File: src/rtl/psram_master_if.sv
`timescale 1ns/1ps
// psram_master_if: request/response handshake and quad-SPI PSRAM pin bundle.
//   master : psram_master side (drives req_ready, rsp_*, sck, ce_n, dio_out, dio_oe)
//   slave  : environment side (drives req_*, rsp_ready, dio_in)
interface psram_master_if;
    localparam int unsigned ADDR_W = 22;
    localparam int unsigned DATA_W = 32;
    localparam int unsigned LEN_W  = 2;
    localparam int unsigned DIO_W  = 4;

    logic              req_valid;
    logic              req_ready;
    logic              req_write;
    logic [ADDR_W-1:0] req_addr;
    logic [LEN_W-1:0]  req_len;
    logic [DATA_W-1:0] req_wdata;
    logic              rsp_valid;
    logic              rsp_ready;
    logic [DATA_W-1:0] rsp_rdata;
    logic              sck;
    logic              ce_n;
    logic [DIO_W-1:0]  dio_out;
    logic [DIO_W-1:0]  dio_oe;
    logic [DIO_W-1:0]  dio_in;

    modport master (
        input  req_valid, req_write, req_addr, req_len, req_wdata, rsp_ready, dio_in,
        output req_ready, rsp_valid, rsp_rdata, sck, ce_n, dio_out, dio_oe
    );

    modport slave (
        output req_valid, req_write, req_addr, req_len, req_wdata, rsp_ready, dio_in,
        input  req_ready, rsp_valid, rsp_rdata, sck, ce_n, dio_out, dio_oe
    );
endinterface

File: src/rtl/psram_master.sv
`timescale 1ns/1ps
// psram_master: single-request quad-SPI PSRAM master (cmd 0x38 write / 0xEB read,
// 1-4 byte bursts, sck = clk/2, minimum ce_n high time of DESEL_CYCLES clocks).
//   clk_i, rst_i : system clock, asynchronous active-high reset
//   bus          : psram_master_if.master (request, response and PSRAM pins)
module psram_master #(
    parameter int unsigned DESEL_CYCLES = 2
) (
    input  logic           clk_i,
    input  logic           rst_i,
    psram_master_if.master bus
);
    localparam int unsigned CNT_W = 4;
    localparam int unsigned IDX_W = 3;
    localparam int unsigned TX_W  = 56;
    localparam logic [7:0]  CMD_WRITE = 8'h38;
    localparam logic [7:0]  CMD_READ  = 8'hEB;

    typedef enum logic [2:0] {IDLE, CMD, ADDR, WDATA, RDATA, DESEL, RESP} state_e;

    state_e           state_q;
    logic [CNT_W-1:0] desel_cnt_q;
    logic [IDX_W-1:0] idx_q;
    logic [7:0]       cmd_q;
    logic [TX_W-1:0]  tx_q;
    logic             write_q;
    logic [1:0]       len_q;
    logic [31:0]      acc_q;
    logic             req_ready_q;
    logic             rsp_valid_q;
    logic [31:0]      rsp_rdata_q;
    logic             sck_q;
    logic             ce_n_q;
    logic [3:0]       dio_out_q;
    logic [3:0]       dio_oe_q;
    logic [7:0]       cmd_sel_c;
    logic [IDX_W-1:0] last_idx_c;

    assign cmd_sel_c  = bus.req_write ? CMD_WRITE : CMD_READ;
    // Index of the final data nibble: 2 * bytes - 1.
    assign last_idx_c = {len_q, 1'b1};

    assign bus.req_ready = req_ready_q;
    assign bus.rsp_valid = rsp_valid_q;
    assign bus.rsp_rdata = rsp_rdata_q;
    assign bus.sck       = sck_q;
    assign bus.ce_n      = ce_n_q;
    assign bus.dio_out   = dio_out_q;
    assign bus.dio_oe    = dio_oe_q;

    // Transaction sequencer. Pin data only changes on edges that drive sck low.
    always_ff @(posedge clk_i or posedge rst_i) begin
        if (rst_i) begin
            state_q     <= DESEL;
            desel_cnt_q <= CNT_W'(DESEL_CYCLES);
            idx_q       <= '0;
            cmd_q       <= '0;
            tx_q        <= '0;
            write_q     <= 1'b0;
            len_q       <= '0;
            acc_q       <= '0;
            req_ready_q <= 1'b0;
            rsp_valid_q <= 1'b0;
            rsp_rdata_q <= '0;
            sck_q       <= 1'b0;
            ce_n_q      <= 1'b1;
            dio_out_q   <= '0;
            dio_oe_q    <= '0;
        end else begin
            case (state_q)
                IDLE: begin
                    if (bus.req_valid) begin
                        req_ready_q <= 1'b0;
                        write_q     <= bus.req_write;
                        len_q       <= bus.req_len;
                        acc_q       <= '0;
                        ce_n_q      <= 1'b0;
                        sck_q       <= 1'b0;
                        dio_oe_q    <= 4'hF;
                        dio_out_q   <= {3'b000, cmd_sel_c[7]};
                        cmd_q       <= {cmd_sel_c[6:0], 1'b0};
                        // Address then write bytes, byte 0 first, high nibble first.
                        tx_q        <= {2'b00, bus.req_addr,
                                        bus.req_wdata[7:0],   bus.req_wdata[15:8],
                                        bus.req_wdata[23:16], bus.req_wdata[31:24]};
                        idx_q       <= '0;
                        state_q     <= CMD;
                    end
                end
                CMD, ADDR, WDATA, RDATA: begin
                    sck_q <= ~sck_q;
                    if (!sck_q) begin
                        // Rising sck edge: read nibble j lands at bit 4*j (low nibble first).
                        if (state_q == RDATA) begin
                            acc_q[{idx_q, 2'b00} +: 4] <= bus.dio_in;
                        end
                    end else begin
                        idx_q <= idx_q + IDX_W'(1);
                        case (state_q)
                            CMD: begin
                                if (idx_q == IDX_W'(7)) begin
                                    state_q   <= ADDR;
                                    idx_q     <= '0;
                                    dio_out_q <= tx_q[TX_W-1 -: 4];
                                    tx_q      <= tx_q << 4;
                                end else begin
                                    dio_out_q <= {3'b000, cmd_q[7]};
                                    cmd_q     <= cmd_q << 1;
                                end
                            end
                            ADDR: begin
                                if (idx_q == IDX_W'(5)) begin
                                    idx_q <= '0;
                                    if (write_q) begin
                                        state_q   <= WDATA;
                                        dio_out_q <= tx_q[TX_W-1 -: 4];
                                        tx_q      <= tx_q << 4;
                                    end else begin
                                        // Turnaround: release the bus one clock before rise 15.
                                        state_q   <= RDATA;
                                        dio_oe_q  <= '0;
                                        dio_out_q <= '0;
                                    end
                                end else begin
                                    dio_out_q <= tx_q[TX_W-1 -: 4];
                                    tx_q      <= tx_q << 4;
                                end
                            end
                            WDATA, RDATA: begin
                                if (idx_q == last_idx_c) begin
                                    state_q     <= DESEL;
                                    desel_cnt_q <= CNT_W'(DESEL_CYCLES);
                                    ce_n_q      <= 1'b1;
                                    dio_oe_q    <= '0;
                                    dio_out_q   <= '0;
                                    rsp_valid_q <= 1'b1;
                                    rsp_rdata_q <= write_q ? 32'h0 : acc_q;
                                end else if (state_q == WDATA) begin
                                    dio_out_q <= tx_q[TX_W-1 -: 4];
                                    tx_q      <= tx_q << 4;
                                end
                            end
                            default: ;
                        endcase
                    end
                end
                DESEL: begin
                    // Response may complete before or after the deselect time runs out.
                    if (rsp_valid_q && bus.rsp_ready) begin
                        rsp_valid_q <= 1'b0;
                    end
                    if (desel_cnt_q <= CNT_W'(1)) begin
                        if (!rsp_valid_q || bus.rsp_ready) begin
                            state_q     <= IDLE;
                            req_ready_q <= 1'b1;
                        end else begin
                            state_q <= RESP;
                        end
                    end else begin
                        desel_cnt_q <= desel_cnt_q - CNT_W'(1);
                    end
                end
                RESP: begin
                    if (bus.rsp_ready) begin
                        rsp_valid_q <= 1'b0;
                        state_q     <= IDLE;
                        req_ready_q <= 1'b1;
                    end
                end
                default: begin
                    state_q     <= DESEL;
                    desel_cnt_q <= CNT_W'(DESEL_CYCLES);
                    ce_n_q      <= 1'b1;
                    sck_q       <= 1'b0;
                    dio_oe_q    <= '0;
                end
            endcase
        end
    end
endmodule

File: src/flat_wrapper.sv
// flat-port wrapper written by rule: the top's interface ports become plain ports
module psram_master_flat 
#(
    parameter int unsigned DESEL_CYCLES = 2
)
  (clk_i, rst_i, bus_req_valid, bus_req_write, bus_req_addr, bus_req_len, bus_req_wdata, bus_rsp_ready, bus_dio_in, bus_req_ready, bus_rsp_valid, bus_rsp_rdata, bus_sck, bus_ce_n, bus_dio_out, bus_dio_oe);
  psram_master_if bus_i ();
  input  logic clk_i;
  input  logic rst_i;
  input wire logic [$bits(bus_i.req_valid)-1:0] bus_req_valid;
  input wire logic [$bits(bus_i.req_write)-1:0] bus_req_write;
  input wire logic [$bits(bus_i.req_addr)-1:0] bus_req_addr;
  input wire logic [$bits(bus_i.req_len)-1:0] bus_req_len;
  input wire logic [$bits(bus_i.req_wdata)-1:0] bus_req_wdata;
  input wire logic [$bits(bus_i.rsp_ready)-1:0] bus_rsp_ready;
  input wire logic [$bits(bus_i.dio_in)-1:0] bus_dio_in;
  output wire logic [$bits(bus_i.req_ready)-1:0] bus_req_ready;
  output wire logic [$bits(bus_i.rsp_valid)-1:0] bus_rsp_valid;
  output wire logic [$bits(bus_i.rsp_rdata)-1:0] bus_rsp_rdata;
  output wire logic [$bits(bus_i.sck)-1:0] bus_sck;
  output wire logic [$bits(bus_i.ce_n)-1:0] bus_ce_n;
  output wire logic [$bits(bus_i.dio_out)-1:0] bus_dio_out;
  output wire logic [$bits(bus_i.dio_oe)-1:0] bus_dio_oe;
  assign bus_i.req_valid = bus_req_valid;
  assign bus_i.req_write = bus_req_write;
  assign bus_i.req_addr = bus_req_addr;
  assign bus_i.req_len = bus_req_len;
  assign bus_i.req_wdata = bus_req_wdata;
  assign bus_i.rsp_ready = bus_rsp_ready;
  assign bus_i.dio_in = bus_dio_in;
  assign bus_req_ready = bus_i.req_ready;
  assign bus_rsp_valid = bus_i.rsp_valid;
  assign bus_rsp_rdata = bus_i.rsp_rdata;
  assign bus_sck = bus_i.sck;
  assign bus_ce_n = bus_i.ce_n;
  assign bus_dio_out = bus_i.dio_out;
  assign bus_dio_oe = bus_i.dio_oe;
  psram_master #(.DESEL_CYCLES(DESEL_CYCLES)) u_core (.clk_i(clk_i), .rst_i(rst_i), .bus(bus_i));
endmodule
File: config.mk
export PLATFORM = sky130hd
export DESIGN_NAME = psram_master_flat
export DESIGN_NICKNAME = d
export VERILOG_FILES = /design/src/rtl/psram_master_if.sv /design/src/rtl/psram_master.sv /design/src/flat_wrapper.sv
export SDC_FILE = /design/constraint.sdc
export NUM_CORES = 1
export LEC_CHECK = 0
export ABC_CLOCK_PERIOD_IN_PS = 9650
export BUFFER_PORTS_ARGS = -buffer_cell sky130_fd_sc_hd__buf_2
export CORE_MARGIN = 4
export CORE_UTILIZATION = 61
export CTS_CLUSTER_DIAMETER = 50
export DETAILED_ROUTE_END_ITERATION = 6
export PLACE_DENSITY = 0.94
export SLEW_MARGIN = 10
export SYNTH_ARGS = -nofsm -noshare
export SYNTH_HDL_FRONTEND = slang
export SYNTH_SLANG_ARGS = --single-unit
File: constraint.sdc
create_clock -name clk_i -period 9.65 [get_ports clk_i]
set_input_delay 0.4825 -clock clk_i [delete_from_list [all_inputs] [get_ports clk_i]]
set_output_delay 0.4825 -clock clk_i [all_outputs]
set_load 0.03 [all_outputs]
==> impl_metrics.toml, run 1 <==
[routing]
postRouteAntennaNets = 0
drc = 0
drt_first_pass_iters = 5
wl_per_cell_um = 16.57
routed_wl_mm = 15.71
viasPerCell = 5.782
drt_iter0_drc = 506
vias = 5481

[critical_path]
cp.required_ns = 9.95
r2r_slack_ns = 6.82
start_kind = "flip-flop"
cp_data_arrival_time_ns = 3.14
r2r-end = "u_core.tx_q[13]"
end_kind = "flip-flop"
r2r_cells = 6
worstPathMaxFanout = 113
crit_path_end = "u_core.tx_q[13]"
crit_path_start = "u_core.state_q[0]"
path_class = "flip-flop to flip-flop"
timing.rr.start = "u_core.state_q[0]"

[synthesis]
synth_top_family_by_area = "compound AO/OA/AOI/OAI gates"
synth-seq-cells = 149
yosys_warnings = 0
synth_fp_nets = 783
syn_inst = 710
ys_async_sr_fraction_pct = 100.0
avgSynthCellArea_um2 = 9.851
synthTopCellsByArea = "dfrtp_1 (52%), nand2_1 (10%), mux2i_1 (7.6%), o21ai_0 (6.7%), o21ai_1 (2.6%)"
ys.flop_type = "dfrtp_1"
synth_edf_count = 0
synth-simple-area-share_pct = 15.74
synth_cell_types = 67
synth_top_area_cell = "dfrtp_1"
synthMuxAreaShare_pct = 8.068
synth-seq-area-share_pct = 53.38
synth_compound_area_share_pct = 16.51
synth_fa_ha_area_share_pct = 1.431
syn_area_um2 = 6994
synth_top_area_share_pct = 51.88
synth-xor-area-share_pct = 0.3578

[power_and_ir_drop]
p_leak_nw = 3.803
powerDensity_nw_per_um2 = 341.7
finalPower_w = 0.002752
peakVddDrop_uv = 256.0

[clock_tree]
cts-root-buf = "clkbuf_16"
clk-insertion-delay-late_ns = 0.42
clk_transition_reported_paths_ns = 0.06
cts_inserted_buffers = 17
clkSinkCount = 149
htreeDepth = 4
cts_setup_buffers = 0
hold_buffers = 0
clock_path_buffers = 2
cts.repair.resized = 0
cts_tree = "yes"

[floorplanning]
fp.dieH_um = 115.1
num_rows = 38
ios = 109
core_area_um2 = 11030
die-area_um2 = 13240
die_w_um = 115.1
initial_core_util_pct = 63.41

[placement]
place_ws_ns = 6.922
placed_cells = 917
dp_hpwl_mm = 9.887
routabilityCongestion = 0.8923
portBuffers = 108

[global_routing]
grt_overflow = 0
track_usage_pct = 24.88
antenna_found_initial = 0
grt_pass1_wl_mm = 26.28
grt_pass1_vias = 5481
grt_max_degree = 114

[sta]
period_share_pct = 29.36
fin_tns_setup_ns = 0
finClkSkew_ns = 0.01065
finalMaxSlewViolations = 0
hold_violations = 0
rsz0062_at_grt = "false"
max_freq_mhz = 352.9
period_minus_slack_ns = 2.833
fin_ws_ns = 6.817
worstMarginPinSlew_ns = 1.019
finalSetupViolCount = 0
hold_slack_ns = 0.2006
slew_headroom_pct = 32.06

[cells_and_area]
final_common_cell = "nand2_1"
fin_cells = 948
syn_to_final_growth_pct = 15.15
final_cell_mix = "nand2_1 (190), dfrtp_1 (145), buf_2 (108)"
n_antenna_cell = 0
finalNetCount = 869
drive_above_1_share_pct = 20.67

[flow_run]
drv_cap = 0

[outcome]
status = "finished clean"

[worst_hold_path]
hold_class = "input port to async pin"
## metrics by stage
stage	utilization (%)	cell area [um^2]
final	73.02	8054
after floorplan	-	6994
after global routing	73.02	8054
after detailed placement	67.74	7472
after global placement	67.74	7472
after CTS	73.02	8054
## synthesized netlist by cell type (all sizes together) (2+ instances only)
cell type    n
nand2      191
dfrtp      145
o21ai      130
mux2i       53
buf         31
nor2        14
o2bb2ai     14
clkbuf      12
a21oi       10
inv         10
ha           8
nand2b       8
nand3        8
a22o         6
nor2b        6
a21bo        5
a31oi        4
dfstp        4
o211ai       4
mux2         3
nand4b       3
o311ai       3
a21boi       2
a32o         2
and2         2
nand4        2
nor3         2
nor3b        2
o22ai        2
or2          2
or3          2
or3b         2
xnor2        2
## worst min path at each step
stage / start / end / slack [ns] / cells past startpoint
2_1_floorplan: u_core.cmd_q[1] / u_core.cmd_q[1] / 0.45 / 2
3_3_place_gp: u_core.bus.rsp_rdata[12] / u_core.bus.rsp_rdata[12] / 0.46 / 2
3_5_place_dp: u_core.bus.rsp_rdata[8] / u_core.bus.rsp_rdata[8] / 0.46 / 2
4_1_cts: rst_i / u_core.tx_q[40] / 0.24 / 2
5_1_grt: rst_i / u_core.tx_q[48] / 0.28 / 2
6_report: rst_i / u_core.tx_q[48] / 0.20 / 2
## per-layer routing
layer / GRT usage, % / part of all wire, % / routed length [um] / vias to the layer above
li1: - / - / - / 2640
met1: 32.46 / 42 / 6545 / 2616
met2: 40.51 / 50 / 7821 / 197
met3: 7.474 / 7.0 / 1101 / 28
met4: 7.433 / 1.5 / 238 / 0
met5: 0 / 0 / 0 / -
## cells by family after synthesis
family                     after synthesis
adders and majority gates                8
muxes                                   56
xor gates and xnor gates                 2
buffers and inverters                   54
DFF                                    149
and+or+nand+nor                        249
AOI/OAI and AO/OA                      192
## layout make-up
cell class | instances | area (um^2)
inverters | 11 | 46.29
repair buffers | 110 | 555.5
fillers | 788 | 2977
clock buffers | 21 | 450.4
flip-flops and latches | 149 | 3734
clock inverters | 10 | 131.4
well taps | 140 | 175.2
multi-input cells | 507 | 2962
## sequential cells by signal, indices dropped and copies added (netlist names), 2 cells and up
name and count:
u_core.state_q 3, u_core.bus.rsp_rdata 32, u_core.cmd_q 7, u_core.len_q 2
u_core.bus.dio_out 4, u_core.idx_q 3, u_core.desel_cnt_q 4, u_core.tx_q 56
u_core.acc_q 32
## report_power, final
part | internal (W) | leakage, nW | switching (W)
combinational | 0.000415 | 1.55 | 0.000669
sequential | 0.000831 | 1.97 | 0.000181
clock | 0.000410 | 0.286 | 0.000245
total | 0.00166 | 3.80 | 0.00110
## critical path, cell delays in order, from the launching register on
cell and delay, ns:
dfstp_2 0.87, inv_2 0.18, o32a_1 0.42, o211ai_4 0.07, buf_4 0.73, nand2_1 0.21, o21ai_0 0.17
No activity file was read; power rests on OpenSTA's default activity.
==> run 2, diff against run 1 <==
ABC_AREA = 1   (was default)
ABC_CLOCK_PERIOD_IN_PS = 2550   (was 9650)
CORE_UTILIZATION = 52   (was 61)
PLACE_DENSITY = 0.86   (was 0.94)
clock period = 2.55 ns   (was 9.65 ns; I/O delays follow)
==> impl_metrics.toml, run 2 <==
[synthesis]
syn_area_um2 = 7218
synthTopCellsByArea = "dfrtp_1 (50%), nand2_1 (22%), nand3_1 (7.1%), o21ai_0 (3.1%), inv_1 (2.0%)"
synth_edf_count = 0
synth_top_family_by_area = "simple AND/OR/NAND/NOR gates"
synth_cell_types = 32
synth-xor-area-share_pct = 0
synth_fp_nets = 986
ys_async_sr_fraction_pct = 100.0
synth_compound_area_share_pct = 6.431
synth-seq-cells = 149
synth_fa_ha_area_share_pct = 1.387
synth-seq-area-share_pct = 51.72
syn_inst = 913
synth-simple-area-share_pct = 34.06
synth_top_area_cell = "dfrtp_1"
ys.flop_type = "dfrtp_1"
avgSynthCellArea_um2 = 7.906
synth_top_area_share_pct = 50.27
yosys_warnings = 0
yosysMostFrequentCell = "nand2_1"
synth_common_cells = "nand2_1 (425), dfrtp_1 (145), nand3_1 (102)"
synthMuxAreaShare_pct = 0

[sta]
rsz0062_at_grt = "false"
hold_violations = 0
fin_tns_setup_ns = 0
period_share_pct = 87.08
worstMarginPinSlew_ns = 0.6648
finalSetupViolCount = 0
period_minus_slack_ns = 2.221
finalMaxSlewViolations = 0
finClkSkew_ns = 0.01084
max_freq_mhz = 450.3
slew_headroom_pct = 55.68

[routing]
drc = 0
wl_per_cell_um = 14.34
top_layer = "met4"
routed_wl_mm = 17.24
viasPerCell = 5.267
wl_met3_mm = 1.013
postRouteAntennaNets = 0
route.met2.wl_mm = 8.429
drt_first_pass_iters = 5
met1_length_mm = 7.429
drt_iter0_drc = 555
vias = 6331

[clock_tree]
clk-insertion-delay-late_ns = 0.43
cts_setup_buffers = 0
cts_inserted_buffers = 17
clkSinkCount = 149
htreeDepth = 4
clk_transition_reported_paths_ns = 0.06
clock_path_buffers = 2
cts.repair.resized = 0
cts_tree = "yes"
cts-root-buf = "clkbuf_16"

[cells_and_area]
n_antenna_cell = 0
finalNetCount = 1088
largest_reg_flops = 56
nFillCells = 1093
final_common_cell = "nand2_1"
final_cell_mix = "nand2_1 (425), dfrtp_1 (145), buf_2 (108)"
final_cell_area_um2 = 8516
syn_to_final_growth_pct = 17.98
drive_above_1_share_pct = 17.93
regMostFlops = "u_core.tx_q"
fin_cells = 1202

[flow_run]
drv_cap = 0

[critical_path]
end_kind = "flip-flop"
cp_data_arrival_time_ns = 2.51
start_kind = "flip-flop"
worstPathMaxFanout = 14
cp.required_ns = 2.84
path_class = "flip-flop to flip-flop"

[global_routing]
grt_max_degree = 63
grt_pass1_wl_mm = 29.12
track_usage_pct = 22.40
grt_overflow = 0
grt_pass1_vias = 6042
antenna_found_initial = 0

[placement]
routabilityCongestion = 0.9213
post_dp_cell_area_um2 = 7818
dp_hpwl_mm = 11.38
portBuffers = 108
placed_cells = 1164

[floorplanning]
die-area_um2 = 15830
die_w_um = 125.8
fp.dieH_um = 125.8
core_area_um2 = 13400
ios = 109
initial_core_util_pct = 53.87
num_rows = 42

[power_and_ir_drop]
p_comb_share_pct = 45.9
netSwitchingPower_w = 0.005173
powerDensity_nw_per_um2 = 1358
clkPwrFrac_pct = 23.2
p_leak_nw = 4.673
peakVddDrop_uv = 772.3
power_frac_seq_pct = 30.9
p_int_w = 0.006387
swShare_pct = 44.75
finalPower_w = 0.01156

[worst_hold_path]
hold_class = "input port to flip-flop"

[outcome]
status = "finished clean"
run 2: cell count changes in the layout (fill, tap and decap cells not counted), sizes merged, moves of 8 or more:
cell,delta
nand2,+239
nand3,+97
o21ai,-63
mux2i,-53
inv,+32
nor2,+22
o2bb2ai,-14
buf,+10
dlygate4sd3,+8
nand2b,-8
run 2: cell families (layout without fill, tap and decap cells):
kind of cell	Yosys count	after routing
AO/OA/AOI/OAI	83	83
flip-flops	149	149
buffers and inverters	88	201
adder cells (fa/ha/maj)	8	8
AND/OR/NAND/NOR	585	585
run 2: layout make-up:
class	instances	area (um^2)	share of cell area, %
well taps	176	220.2	2.586
repair buffers	128	748.2	8.786
multi-input cells	676	3030	35.59
clock inverters	10	181.4	2.130
clock buffers	20	436.7	5.128
inverters	43	165.2	1.939
flip-flops and latches	149	3734	43.84
run 2: power groups by stage:
stage | combinational (W) | sequential (W) | clock, W
after global routing | 0.00598 | 0.00365 | 0.00280
after global placement | 0.00512 | 0.00356 | 0
final | 0.00531 | 0.00357 | 0.00268
after detailed placement | 0.00525 | 0.00358 | 0
after CTS | 0.00530 | 0.00356 | 0.00271
after floorplan | 0.00428 | 0.00360 | 0
run 2: timing repair:
item,4_1_cts,5_1_grt
setup endpoints to repair,0,0
hold buffers,8,0
endpoints found under the hold margin,27,0
run 2: stage by stage:
step	utilization (%)	setup WS, ns	hold WS, ns
after floorplan	-	0.5508	0.2193
after global placement	58.34	0.4415	0.1224
after detailed placement	58.34	0.3650	0.1278
after CTS	63.55	0.3377	0.008159
after global routing	63.55	0.1478	0.04067
final	63.55	0.3294	0.02912
run 2: worst max-delay path: stages, from the launching register on:
cell and delay (ns):
dfstp_2 0.61, inv_2 0.08, nand3_1 0.16, nand2_2 0.15, nor2_8 0.32, nor2_1 0.15
nor2_4 0.29, o21ai_2 0.13, nand2_1 0.09, o21ai_0 0.09
run 2: layer usage:
layer / up-vias / GRT usage (%)
met5: - / 0
met4: 0 / 7.823
met3: 35 / 4.953
met2: 213 / 36.82
met1: 2973 / 29.56
li1: 3110 / -
run 2: path summary, 6_finish.rpt:
| path | from | endpoint | slack [ns] | cells past startpoint |
|---|---|---|---|---|
| max in group asynchronous | rst_i | u_core.acc_q[24] | 1.67 | 4 |
| min in group asynchronous | rst_i | u_core.acc_q[16] | 0.23 | 3 |
| worst min-delay path | bus_req_addr[10] | u_core.tx_q[42] | 0.03 | 5 |
| worst max register to register | u_core.state_q[2] | u_core.acc_q[17] | 0.33 | 9 |
| worst max-delay path | u_core.state_q[2] | u_core.acc_q[17] | 0.33 | 9 |
| worst min register to register | u_core.tx_q[7] | u_core.tx_q[7] | 0.47 | 2 |
==> run 3, diff against run 2 <==
CORE_MARGIN = 2   (was 4)
==> impl_metrics.toml, run 3 (same netlist as run 2, synthesis figures left out) <==
[sta]
period_minus_slack_ns = 2.244
max_freq_mhz = 445.7
fin_tns_setup_ns = 0
fin_ws_ns = 0.3065
hold_violations = 0
finalMaxSlewViolations = 0
worstMarginPinSlew_ns = 0.5569
rsz0062_at_grt = "false"
slew_headroom_pct = 62.54
finalSetupViolCount = 0
finClkSkew_ns = 0.008932
period_share_pct = 87.98

[critical_path]
end_kind = "flip-flop"
path_cells = "inv_2 > nand3_1 > nand2_2 > nor2_8 > buf_4 > nand2_1 > nand2_1 > nand3_1 > nand2_1"
worstPathMaxFanout = 48
cp_data_arrival_time_ns = 2.60
cp_slowest_cell = "dfstp_2"
crit_path_frequent_cell = "nand2_1"
critical_path.top_delay_family = "simple AND/OR/NAND/NOR gates"
r2r_cells = 9
r2r-end = "u_core.tx_q[32]"
worst-path-buf-inv = 2
path_class = "flip-flop to flip-flop"
cp.required_ns = 2.91
timing.rr.start = "u_core.state_q[2]"
cpPeakStageDelay_ns = 0.62
crit_path_end = "u_core.tx_q[32]"
worst-path-stages = 9
crit_path_start = "u_core.state_q[2]"
start_kind = "flip-flop"
r2r_slack_ns = 0.31

[routing]
vias = 6384
drt_iter0_drc = 493
drc = 0
postRouteAntennaNets = 0
viasPerCell = 5.289
drt_first_pass_iters = 5
routed_wl_mm = 16.76
wl_per_cell_um = 13.89

[floorplanning]
die-area_um2 = 14840
die_w_um = 121.8
core_area_um2 = 13720
initial_core_util_pct = 52.61
ios = 109
num_rows = 43
fp.dieH_um = 121.8

[placement]
place_ws_ns = 0.3942
portBuffers = 108
dp_hpwl_mm = 10.84
routabilityCongestion = 0.8402

[power_and_ir_drop]
clkPwrFrac_pct = 23.2
peakVddDrop_uv = 1353
p_comb_share_pct = 46.1
finalPower_w = 0.01163
powerDensity_nw_per_um2 = 1359
p_int_w = 0.006430
swShare_pct = 44.73
power_frac_seq_pct = 30.7
netSwitchingPower_w = 0.005203
p_leak_nw = 4.685

[cells_and_area]
drive_above_1_share_pct = 18.21
finish.utilization_pct = 62.41
nFillCells = 1175
final_cell_mix = "nand2_1 (425), dfrtp_1 (145), buf_2 (108)"
regMostFlops = "u_core.tx_q"
largest_reg_flops = 56
n_antenna_cell = 0
final_common_cell = "nand2_1"
finalNetCount = 1087
syn_to_final_growth_pct = 18.62

[clock_tree]
cts_setup_buffers = 0
cts_tree = "yes"
clkSinkCount = 149
cts-root-buf = "clkbuf_16"
htreeDepth = 4
clock_path_buffers = 2
clk-insertion-delay-late_ns = 0.42
cts_inserted_buffers = 17
clk_transition_reported_paths_ns = 0.06

[global_routing]
grt_max_degree = 88
grt_overflow = 0
grt_pass1_vias = 5935
antenna_found_initial = 0
grt_pass1_wl_mm = 27.90
track_usage_pct = 23.74

[outcome]
status = "finished clean"

[flow_run]
drv_cap = 0

[worst_hold_path]
hold_class = "input port to flip-flop"
[run 3: cell types whose count changed in the layout (fill, tap and decap cells not counted), sizes merged]
cell      previous run  this run
inv                 42        44
buf                120       119
bufinv               5         4
clkbuf              20        19
clkinv               4         5
clkinvlp             2         3
[run 3: cell type report]
type	count	area [um^2]	area share (%)
Clock buffer	19	442.9	5.173
Clock inverter	13	198.9	2.324
Sequential cell	149	3734	43.61
Tap cell	180	225.2	2.630
Timing Repair Buffer	127	765.7	8.943
Multi-Input combinational cell	676	3030	35.39
Inverter	43	165.2	1.929
[run 3: worst min-delay path: stages]
cell and delay, ns:
buf_2 0.07, nand2_1 0.04, nand2_1 0.05, nand3_1 0.06, nand2_1 0.06
[run 3: stage by stage]
step | area [um^2] | hold WS, ns | instances
finish | 8562 | 0.03161 | 1207
global route | 8562 | 0.04171 | 1207
CTS | 8562 | 0.01941 | 1207
detailed placement | 7840 | 0.2843 | 1167
global placement | 7840 | 0.2780 | 1167
floorplan | 7222 | 0.2193 | 913
[run 3: per-layer routing]
layer,up-vias,wire [um],global-route usage (%)
li1,3112,-,-
met1,3006,7209,31.09
met2,247,8310,39.32
met3,19,1057,5.852
met4,0,184,6.968
met5,-,0,0
[run 3: worst min path at each step]
stage	start	depth (start not counted)	to
after floorplan	bus_req_write	1	u_core.cmd_q[1]
after global placement	rst_i	3	u_core.bus.rsp_rdata[8]
after detailed placement	rst_i	3	u_core.bus.rsp_rdata[8]
after CTS	bus_req_wdata[28]	5	u_core.tx_q[4]
after global routing	bus_req_wdata[30]	5	u_core.tx_q[6]
final	bus_req_wdata[23]	5	u_core.tx_q[15]
[run 3: power groups by stage]
stage	sequential (W)	combinational, W	clock (W)
after floorplan	0.00360	0.00428	0
after global placement	0.00357	0.00520	0
after detailed placement	0.00358	0.00535	0
after CTS	0.00356	0.00539	0.00273
after global routing	0.00364	0.00609	0.00283
final	0.00357	0.00537	0.00270
[run 3: repair_timing]
action | 4_1_cts | 5_1_grt
gates resized for setup | 0 | 0
hold endpoints to repair | 152 | 0
hold buffers | 8 | 0
